[config.mk]
export PLATFORM = sky130hd
export DESIGN_NAME = dmem_bus_bridge
export DESIGN_NICKNAME = d
export VERILOG_FILES = /design/src/rtl/riscv_pkg.sv /design/src/rtl/bridge_timeout_ctr.sv /design/src/rtl/dmem_bus_bridge.sv
export SDC_FILE = /design/constraint.sdc
export NUM_CORES = 1
export LEC_CHECK = 0
export ABC_AREA = 1
export CAP_MARGIN = 10
export CORE_AREA = 4 4 108 110
export CTS_CLUSTER_SIZE = 14
export DETAILED_ROUTE_END_ITERATION = 6
export DIE_AREA = 0 0 112 114
export HOLD_SLACK_MARGIN = 0.08
export PLACE_DENSITY = 0.83
export SYNTH_ARGS = -nofsm -noshare
export SYNTH_HDL_FRONTEND = slang
export SYNTH_SLANG_ARGS = --single-unit
[constraint.sdc]
create_clock -name clk -period 2.7 [get_ports clk]
set_input_delay 0.54 -clock clk [delete_from_list [all_inputs] [get_ports clk]]
set_output_delay 0.54 -clock clk [all_outputs]
set_load 0.02 [all_outputs]
[src/rtl/riscv_pkg.sv]
// Shared pipeline types used by the data-memory bus bridge.
package riscv_pkg;

  // Bridge sequencing: accept LSU strobe, present request, await response, release pipeline.
  typedef enum logic [1:0] {
    BR_IDLE,
    BR_REQ,
    BR_WAIT,
    BR_DONE
  } bridge_state_e;

  // One latched memory request; the bus side is driven only from this record.
  typedef struct packed {
    logic        we;
    logic [3:0]  be;
    logic [31:0] addr;
    logic [31:0] wdata;
  } mem_req_t;

endpackage

[src/rtl/bridge_timeout_ctr.sv]
// Watchdog counter for the response wait. Cleared when a request is accepted,
// counts every cycle while enabled, and flags the last permitted wait cycle.
module bridge_timeout_ctr #(
  parameter int TIMEOUT_CYCLES = 64
) (
  input  logic clk,
  input  logic rst,
  input  logic load,
  input  logic enable,
  output logic expire
);

  localparam int CW = $clog2(TIMEOUT_CYCLES + 1);
  localparam logic [CW-1:0] LAST_COUNT = CW'(TIMEOUT_CYCLES - 1);

  logic [CW-1:0] count_reg;

  // Clear on request acceptance, otherwise advance once per waiting cycle.
  // The bridge leaves the wait state at LAST_COUNT, so the count never wraps.
  always_ff @(posedge clk or negedge rst) begin
    if (!rst) begin
      count_reg <= '0;
    end else if (load) begin
      count_reg <= '0;
    end else if (enable) begin
      count_reg <= count_reg + 1'b1;
    end
  end

  assign expire = enable && (count_reg == LAST_COUNT);

endmodule

[src/rtl/dmem_bus_bridge.sv]
// Bridge from the M-stage LSU strobe interface to a multi-cycle valid/ready
// memory bus. Holds the pipeline via stall_mem until the access completes and
// turns a missing response into a bus_err pulse with ERR_RDATA as load data.
module dmem_bus_bridge
  import riscv_pkg::*;
#(
  parameter int          TIMEOUT_CYCLES = 64,
  parameter logic [31:0] ERR_RDATA      = 32'hDEAD_BEEF
) (
  input  logic        clk,
  input  logic        rst,
  input  logic        cs,
  input  logic        wr,
  input  logic [3:0]  mask,
  input  logic [31:0] addr,
  input  logic [31:0] data_wr,
  output logic [31:0] data_rd,
  output logic        stall_mem,
  output logic        bus_err,
  output logic        mem_req_valid,
  input  logic        mem_req_ready,
  output logic        mem_we,
  output logic [3:0]  mem_be,
  output logic [31:0] mem_addr,
  output logic [31:0] mem_wdata,
  input  logic        mem_rsp_valid,
  input  logic [31:0] mem_rdata
);

  bridge_state_e state_reg;
  bridge_state_e state_next;
  mem_req_t      req_reg;
  logic          req_valid_reg;
  logic [31:0]   data_rd_reg;
  logic          bus_err_reg;
  logic          accept;
  logic          waiting;
  logic          timeout;

  assign accept  = (state_reg == BR_REQ) && mem_req_ready;
  assign waiting = (state_reg == BR_WAIT);

  bridge_timeout_ctr #(
    .TIMEOUT_CYCLES(TIMEOUT_CYCLES)
  ) u_timeout_ctr (
    .clk   (clk),
    .rst   (rst),
    .load  (accept),
    .enable(waiting),
    .expire(timeout)
  );

  // Next-state selection; a response always wins over an expiring watchdog.
  always_comb begin
    state_next = state_reg;
    case (state_reg)
      BR_IDLE: if (cs) state_next = BR_REQ;
      BR_REQ:  if (mem_req_ready) state_next = BR_WAIT;
      BR_WAIT: if (mem_rsp_valid || timeout) state_next = BR_DONE;
      BR_DONE: state_next = BR_IDLE;
      default: state_next = BR_IDLE;
    endcase
  end

  // State register.
  always_ff @(posedge clk or negedge rst) begin
    if (!rst) begin
      state_reg <= BR_IDLE;
    end else begin
      state_reg <= state_next;
    end
  end

  // Capture the LSU strobe once per access so the bus never sees live LSU inputs.
  always_ff @(posedge clk or negedge rst) begin
    if (!rst) begin
      req_reg <= '0;
    end else if ((state_reg == BR_IDLE) && cs) begin
      req_reg <= '{we: wr, be: mask, addr: addr, wdata: data_wr};
    end
  end

  // Request valid is high for exactly the cycles spent in the request state.
  always_ff @(posedge clk or negedge rst) begin
    if (!rst) begin
      req_valid_reg <= 1'b0;
    end else begin
      req_valid_reg <= (state_next == BR_REQ);
    end
  end

  // Completion data: load data, zero for stores, or the error pattern on timeout.
  always_ff @(posedge clk or negedge rst) begin
    if (!rst) begin
      data_rd_reg <= '0;
    end else if (waiting) begin
      if (mem_rsp_valid) begin
        data_rd_reg <= req_reg.we ? 32'h0 : mem_rdata;
      end else if (timeout) begin
        data_rd_reg <= ERR_RDATA;
      end
    end
  end

  // Single-cycle abort flag, visible during the completion cycle.
  always_ff @(posedge clk or negedge rst) begin
    if (!rst) begin
      bus_err_reg <= 1'b0;
    end else begin
      bus_err_reg <= waiting && !mem_rsp_valid && timeout;
    end
  end

  // Stall is combinational so the very first M-stage cycle already freezes the pipe.
  assign stall_mem = ((state_reg == BR_IDLE) && cs)
                   || (state_reg == BR_REQ)
                   || (state_reg == BR_WAIT);

  assign data_rd       = data_rd_reg;
  assign bus_err       = bus_err_reg;
  assign mem_req_valid = req_valid_reg;
  assign mem_we        = req_reg.we;
  assign mem_be        = req_reg.be;
  assign mem_addr      = req_reg.addr;
  assign mem_wdata     = req_reg.wdata;

endmodule

# Word level (Yosys, flattened, before mapping)
# Cells that the tools add are included.
[word_totals]
reg_bits = 112
latch_bits = 0
ramBits = 0
rom_bits = 0
input_bits = 106
output_inout_bits = 104
wordCells = 37
n_memories = 0
[classes]
addsub = 1
n_mul = 0
n_div = 0
order_cmp = 0
eq_ne = 5
n_shift = 0
muxes = 9
bitwise = 0
n_reduce_logical = 13
[op_table]
columns = ["op", "n"]
rows = [
  ["$mux 32", 3],
  ["$mux 7", 2],
  ["$pmux 2 s4", 1],
  ["$add 7x1->7 const B", 1],
  ["$eq 7x6->1 const B", 1],
  ["$mux 2", 3],
  ["$logic_and 1x1->1", 5],
  ["$eq 2x1->1 const B", 2],
  ["$eq 2x2->1 const B", 2],
  ["$reduce_bool 2->1", 2],
  ["$logic_or 1x1->1", 3],
  ["$logic_not 2->1", 1],
  ["$reduce_and 2->1", 1],
  ["$logic_not 1->1", 1],
]

# Longest topological paths before layout
# Gate-level depths: netlist (run 1).
[logic_depth]
depth_word = 6
depth_mapped = 8
mapped_depth_nobuf = 7

# Modules after synthesis
# A second synthesis (run 1) with hierarchy kept.
[hier_totals]
cells_unflattened = 576
hier_area_um2 = 4767.1
[modules_own_cells]
columns = ["module", "n_inst", "cells_each", "area_each_um2", "seq_area_each_um2"]
rows = [
  ["dmem_bus_bridge", 1, 528, 4380.5, 2627.5],
  ["bridge_timeout_ctr", 1, 48, 386.6, 175.2],
]

# Worst setup path before layout (run 1)
# No wires, ideal clock.
[synth_path]
kind = "input to output"
start = "in cs"
end = "out stall_mem"
arrival_ns = 1.117
t_required_ns = 2.160
path_slack_ns = 1.043
stages = 4
n_path_buf = 2
path_cell_list = "nand3_2 -> buf_6 -> buf_2 -> nand3_1"
[synth_via]
elab_chain_len = 3
[synth_rtl]
columns = ["element", "line_no", "text"]
rows = [
  ["start: declaration", "dmem_bus_bridge.sv:12", "input logic cs,"],
  ["$logic_and 1x1->1", "dmem_bus_bridge.sv:115", "assign stall_mem = ((state_reg == BR_IDLE) && cs)"],
  ["$logic_or 1x1->1", "dmem_bus_bridge.sv:116", "|| (state_reg == BR_REQ)"],
  ["$logic_or 1x1->1", "dmem_bus_bridge.sv:117", "|| (state_reg == BR_WAIT);"],
  ["end: declaration", "dmem_bus_bridge.sv:18", "output logic stall_mem,"],
]
# No other way between the ends.

# Worst setup path in the final report (run 1)
# Ends and elaborated chain as after synthesis.

==> results of run 1 <==
## layout make-up
type	count	area, um2	area share
Clock inverter	4	98.8	0.0139
Multi-Input combinational cell	331	1470	0.206
Tap cell	140	175	0.0246
Timing Repair Buffer	213	2130	0.299
Sequential cell	112	2800	0.393
Clock buffer	12	165	0.0232
Inverter	76	285	0.0400
## synth_stat cells (2+ instances only)
cell type,instances,area share
o21ai_0,72,0.076
nor2_2,2,0.0027
nand2_1,189,0.15
nand2_4,2,0.0048
nor2_1,7,0.0056
inv_1,74,0.059
nand3_1,39,0.041
buf_6,3,0.0072
buf_1,2,0.0016
dfrtp_1,112,0.59
buf_4,3,0.0048
nand4_1,10,0.013
a21oi_1,2,0.0021
buf_2,13,0.014
nand2_2,2,0.0027
clkbuf_1,10,0.0080
inv_2,2,0.0016
## routing by layer
metal	GRT usage	up-vias	share of wire
li1	-	2087	-
met1	0.249	1943	0.41
met2	0.336	139	0.51
met3	0.0340	23	0.052
met4	0.0881	0	0.026
met5	0	-	0
## worst min-delay path by stage
| stage | from | end | slack, ns | cells after the start |
|---|---|---|---|---|
| 6_report | rst | mem_be[3] | 0.13 | 1 |
| 5_1_grt | rst | mem_addr[28] | 0.14 | 1 |
| 4_1_cts | rst | mem_addr[28] | 0.12 | 1 |
| 3_5_place_dp | mem_wdata[30] | mem_wdata[30] | 0.47 | 2 |
| 3_3_place_gp | mem_addr[31] | mem_addr[31] | 0.47 | 2 |
| 2_1_floorplan | rst | bus_err | 0.24 | 0 |
## kinds of logic (layout without fill, tap and decap cells)
| group | Yosys count | after routing | synth area share |
|---|---|---|---|
| buffers and inverters | 107 | 305 | 0.0957 |
| adder cells (fa/ha/maj) | 1 | 1 | 0.00265 |
| AO/OA/AOI/OAI | 74 | 74 | 0.0785 |
| flip-flops | 112 | 112 | 0.594 |
| AND/OR/NAND/NOR | 256 | 256 | 0.229 |
## per-stage QoR
| stage | hold WS, ns | instances |
|---|---|---|
| 6_report | 0.125 | 888 |
| 5_1_grt | 0.142 | 888 |
| 4_1_cts | 0.125 | 888 |
| 3_5_place_dp | 0.472 | 872 |
| 3_3_place_gp | 0.465 | 872 |
| 2_1_floorplan | 0.244 | 550 |
## power by group through the flow
stage	sequential [mW]	combinational, mW	clock (mW)
finish	2.92	4.01	1.24
global route	3.02	4.34	1.35
CTS	2.92	4.07	1.27
detailed placement	2.94	4.06	0
global placement	2.91	3.96	0
floorplan	3.81	1.15	0
==> reports/qor.yml, run 1 <==
antenna-diode-count: 0
cts_resized: 0
wl_mm: 12.6
drt_first_pass_iters: 4
crit_arrival_ns: 1.80
skew_ns: 0.0116
rr_endpoint: "mem_addr[13]"
start_util: 0.441
die-area_mm2: 0.0128
synth-async-reset-ratio: 1.00
place_area_mm2: 0.00687
syn_area_mm2: 0.00472
num_vias: 4192
core_region_area_mm2: 0.0107
totalPowerFinal_mw: 8.18
grt_max_degree: 141
clkLatencyLatePin_ns: 0.37
cp.depth: 4
setup_viol: 0
crit_required_ns: 2.16
post_drt_wl_per_cell_um: 14.2
synth_seq_cells: 112
cp_common_cell: "clkdlybuf4s50_1"
r2r-start: "state_reg[0]"
rows: 38
switching_share: 0.392
post-route-min-period_ns: 2.34
yosysWarnings: 0
crit_buf_inv: 2
endpoint_kind: "output port"
status: "completed"
cts_tree: "done"
antenna_found_initial: 0
clockBufferDepth: 2
drc: 0
grt_pass1_wl_mm: 20.5
ir_worst_vdd_uv: 900
cts_hold_buffers: 0
fp.dieW_um: 112
io_buffers: 209
start_kind: "primary input"
syn-num-nets: 657
layout_commonest_cell: "clkdlybuf4s50_1"
cp_top_family: "buffers and inverters"
gp_congestion: 0.806
synthFlopType: "dfrtp_1"
die_h_um: 114
fin_ws_ns: 0.359
internal_power_mw: 4.98
reg2reg_slack_ns: 0.83
p_switching_mw: 3.20
nets: 850
fin_setup_tns_ns: 0
numCtsBuffers: 9
seq_power_share: 0.357
rsz0062_at_grt: "false"
cp_slowest_stage_delay_ns: 0.61
synth_edf_count: 0
final_area_mm2: 0.00713
cp_max_fo: 2
power.leakage_nw: 3.51
worst_setup_path_startpoint: "cs"
cp_slowest_cell: "clkdlybuf4s50_1"
worstPathCellList: "clkdlybuf4s50_1 > nand3_4 > nand3_1 > clkdlybuf4s50_1"
first_global_vias: 4061
pre_cts_slack_ns: 0.344
max_cap_violations: 0
layout_common_cells: "208 x clkdlybuf4s50_1, 189 x nand2_1, 112 x dfrtp_1, 74 x inv_1, 72 x o21ai_0"
power_density_mw_per_mm2: 1150
ios: 210
path_clk_slew_ns: 0.11
dp.final_hpwl_mm: 9.25
syn2layout_area_growth_pct: 51.1
power_frac_comb: 0.491
drtIter0Drc: 296
seq_area_frac_synth: 0.594
slew_headroom: 0.258
tightest_slew_ns: 1.11
cts-root-buf: "clkbuf_8"
final-hold-violation-count: 0
htree_levels: 3
ys_types: 23
utilization: 0.667
netlist_instances: 550
viasPerCell: 4.72
drive_above_1_share: 0.0428
fmax_mhz: 427
maxSlewViolCount: 0
drtAntennaViolNets: 0
grt_overflow: 0
num-fill-cells: 855
worst-r2r-cell-count: 4
post-cts-setup-buffers: 0
clock-sinks: 112
avgSynthCellArea_um2: 8.58
cp-endpoint: "stall_mem"
p_clk_frac: 0.152
grt_usage: 0.197
min_path_type: "primary input to asynchronous set/reset pin"
worstSetupPathType: "primary input to output port"
period_share: 0.867
(Power assumes the default switching activity.)
==> run 2, diff against run 1 <==
--- a/config.mk
+++ b/config.mk
@@ -6,11 +6,11 @@
 export NUM_CORES = 1
 export LEC_CHECK = 0
 export ABC_AREA = 1
-export CAP_MARGIN = 10
-export CORE_AREA = 4 4 108 110
+export CAP_MARGIN = 20
+export CORE_AREA = 4 4 128 93
 export CTS_CLUSTER_SIZE = 14
 export DETAILED_ROUTE_END_ITERATION = 6
-export DIE_AREA = 0 0 112 114
+export DIE_AREA = 0 0 132 97
 export HOLD_SLACK_MARGIN = 0.08
 export PLACE_DENSITY = 0.83
 export SYNTH_ARGS = -nofsm -noshare
==> run 2 against run 1 <==
  * Combinational power grew 1%
  * Sequential cell count unchanged
  * Count of clock-buffer cells in the layout is 1 lower
  * Utilization is 0.085 points higher
  * Register-to-register slack improved by 0.09 ns
  * First-iteration DRC count fell by 3.0%
  * Clock skew fell by 0.00076 ns
  * Power increased by 2.2%
  * Critical endpoint unchanged
  * Largest cell class unchanged
==> reports/qor.yml, run 2 (synthesis gave the netlist of run 1 again) <==
htree_levels: 3
grt_max_degree: 141
post-route-min-period_ns: 2.43
r2r-start: "state_reg[1]"
slew_headroom: 0.402
cts_resized: 0
rsz0062_at_grt: "false"
period_share: 0.899
crit_required_ns: 2.16
post_drt_wl_per_cell_um: 14.1
layout_common_cells: "208 x clkdlybuf4s50_1, 189 x nand2_1, 112 x dfrtp_1, 74 x inv_1, 72 x o21ai_0"
maxSlewViolCount: 0
status: "completed"
start_util: 0.438
clockBufferDepth: 2
cts_hold_buffers: 0
clkLatencyLatePin_ns: 0.34
nets: 850
path_clk_slew_ns: 0.07
num_vias: 4219
drt_first_pass_iters: 5
cp_slowest_cell: "clkdlybuf4s50_1"
start_kind: "primary input"
layout_commonest_cell: "clkdlybuf4s50_1"
setup_viol: 0
min_path_type: "primary input to asynchronous set/reset pin"
syn2layout_area_growth_pct: 52.3
worst_setup_path_startpoint: "cs"
final_area_mm2: 0.00719
grt_overflow: 0
gp_congestion: 0.799
fp.dieW_um: 132
final-hold-violation-count: 0
die_h_um: 97
grt_pass1_wl_mm: 21.1
first_global_vias: 4203
endpoint_kind: "output port"
drc: 0
seq_area_mm2: 0.00280
instances_no_fill: 884
place_area_mm2: 0.00687
utilization: 0.667
cts_tree: "done"
crit_buf_inv: 2
wl_mm: 12.4
io_buffers: 209
fmax_mhz: 412
cts-root-buf: "clkbuf_16"
multi_input_comb_area_mm2: 0.00147
die-area_mm2: 0.0128
worstSetupPathType: "primary input to output port"
cp_max_fo: 2
crit_arrival_ns: 1.89
max_cap_violations: 0
holdWs_ns: 0.263
numCtsBuffers: 9
skew_ns: 0.0108
drtAntennaViolNets: 0
ir_worst_vdd_uv: 629
clock-sinks: 112
cp_slowest_stage_delay_ns: 0.65
fin_setup_tns_ns: 0
post-cts-setup-buffers: 0
power_density_mw_per_mm2: 1160
tightest_slew_ns: 0.896
antenna-diode-count: 0
antenna_found_initial: 0
worstPathCellList: "clkdlybuf4s50_1 > nand3_4 > nand3_1 > clkdlybuf4s50_1"
grt_usage: 0.199
cp_top_family: "buffers and inverters"
power.leakage_nw: 3.53
viasPerCell: 4.77
rows: 32
drive_above_1_share: 0.0401
num-fill-cells: 838
ios: 210
cp_common_cell: "clkdlybuf4s50_1"
core_region_area_mm2: 0.0108
dp.final_hpwl_mm: 9.06
dp.cells: 868
drtIter0Drc: 287
-- run 2: final timing paths --
kind	to	slack (ns)	cells after the start
setup / recovery	stall_mem	0.27	4
hold / removal	data_rd[5]	0.26	2
setup reg to reg	data_rd[9]	0.92	6
hold reg to reg	mem_addr[22]	0.48	2
max in group asynchronous	mem_wdata[24]	1.98	2
min in group clk	mem_addr[22]	0.48	2
-- run 2: cell type report --
cell class | count | share of cell area
Sequential cell | 112 | 0.390
Timing Repair Buffer | 213 | 0.298
Multi-Input combinational cell | 331 | 0.205
Inverter | 76 | 0.0397
Clock buffer | 11 | 0.0324
Tap cell | 136 | 0.0237
Clock inverter | 5 | 0.0113
-- run 2: stage by stage --
| stage | setup slack, ns | power, mW |
|---|---|---|
| 2_1_floorplan | 1.04 | 4.95 |
| 3_3_place_gp | 0.265 | 6.89 |
| 3_5_place_dp | 0.292 | 7.03 |
| 4_1_cts | 0.253 | 8.46 |
| 5_1_grt | 0.227 | 8.92 |
| 6_report | 0.274 | 8.36 |
-- run 2: report_power, final --
part | switching [mW] | internal, mW | leakage [nW] | total (mW)
Sequential | 0.444 | 2.46 | 1.39 | 2.91
Clock | 0.585 | 0.815 | 0.150 | 1.40
Combinational | 2.23 | 1.83 | 1.99 | 4.06
-- run 2: layer usage --
layer	GRT usage	wire length, um	vias to the layer above
met1	0.255	5290	1985
met3	0.0619	808	19
met2	0.326	6130	135
met4	0.0565	207	0
li1	-	-	2080
met5	0	0	-
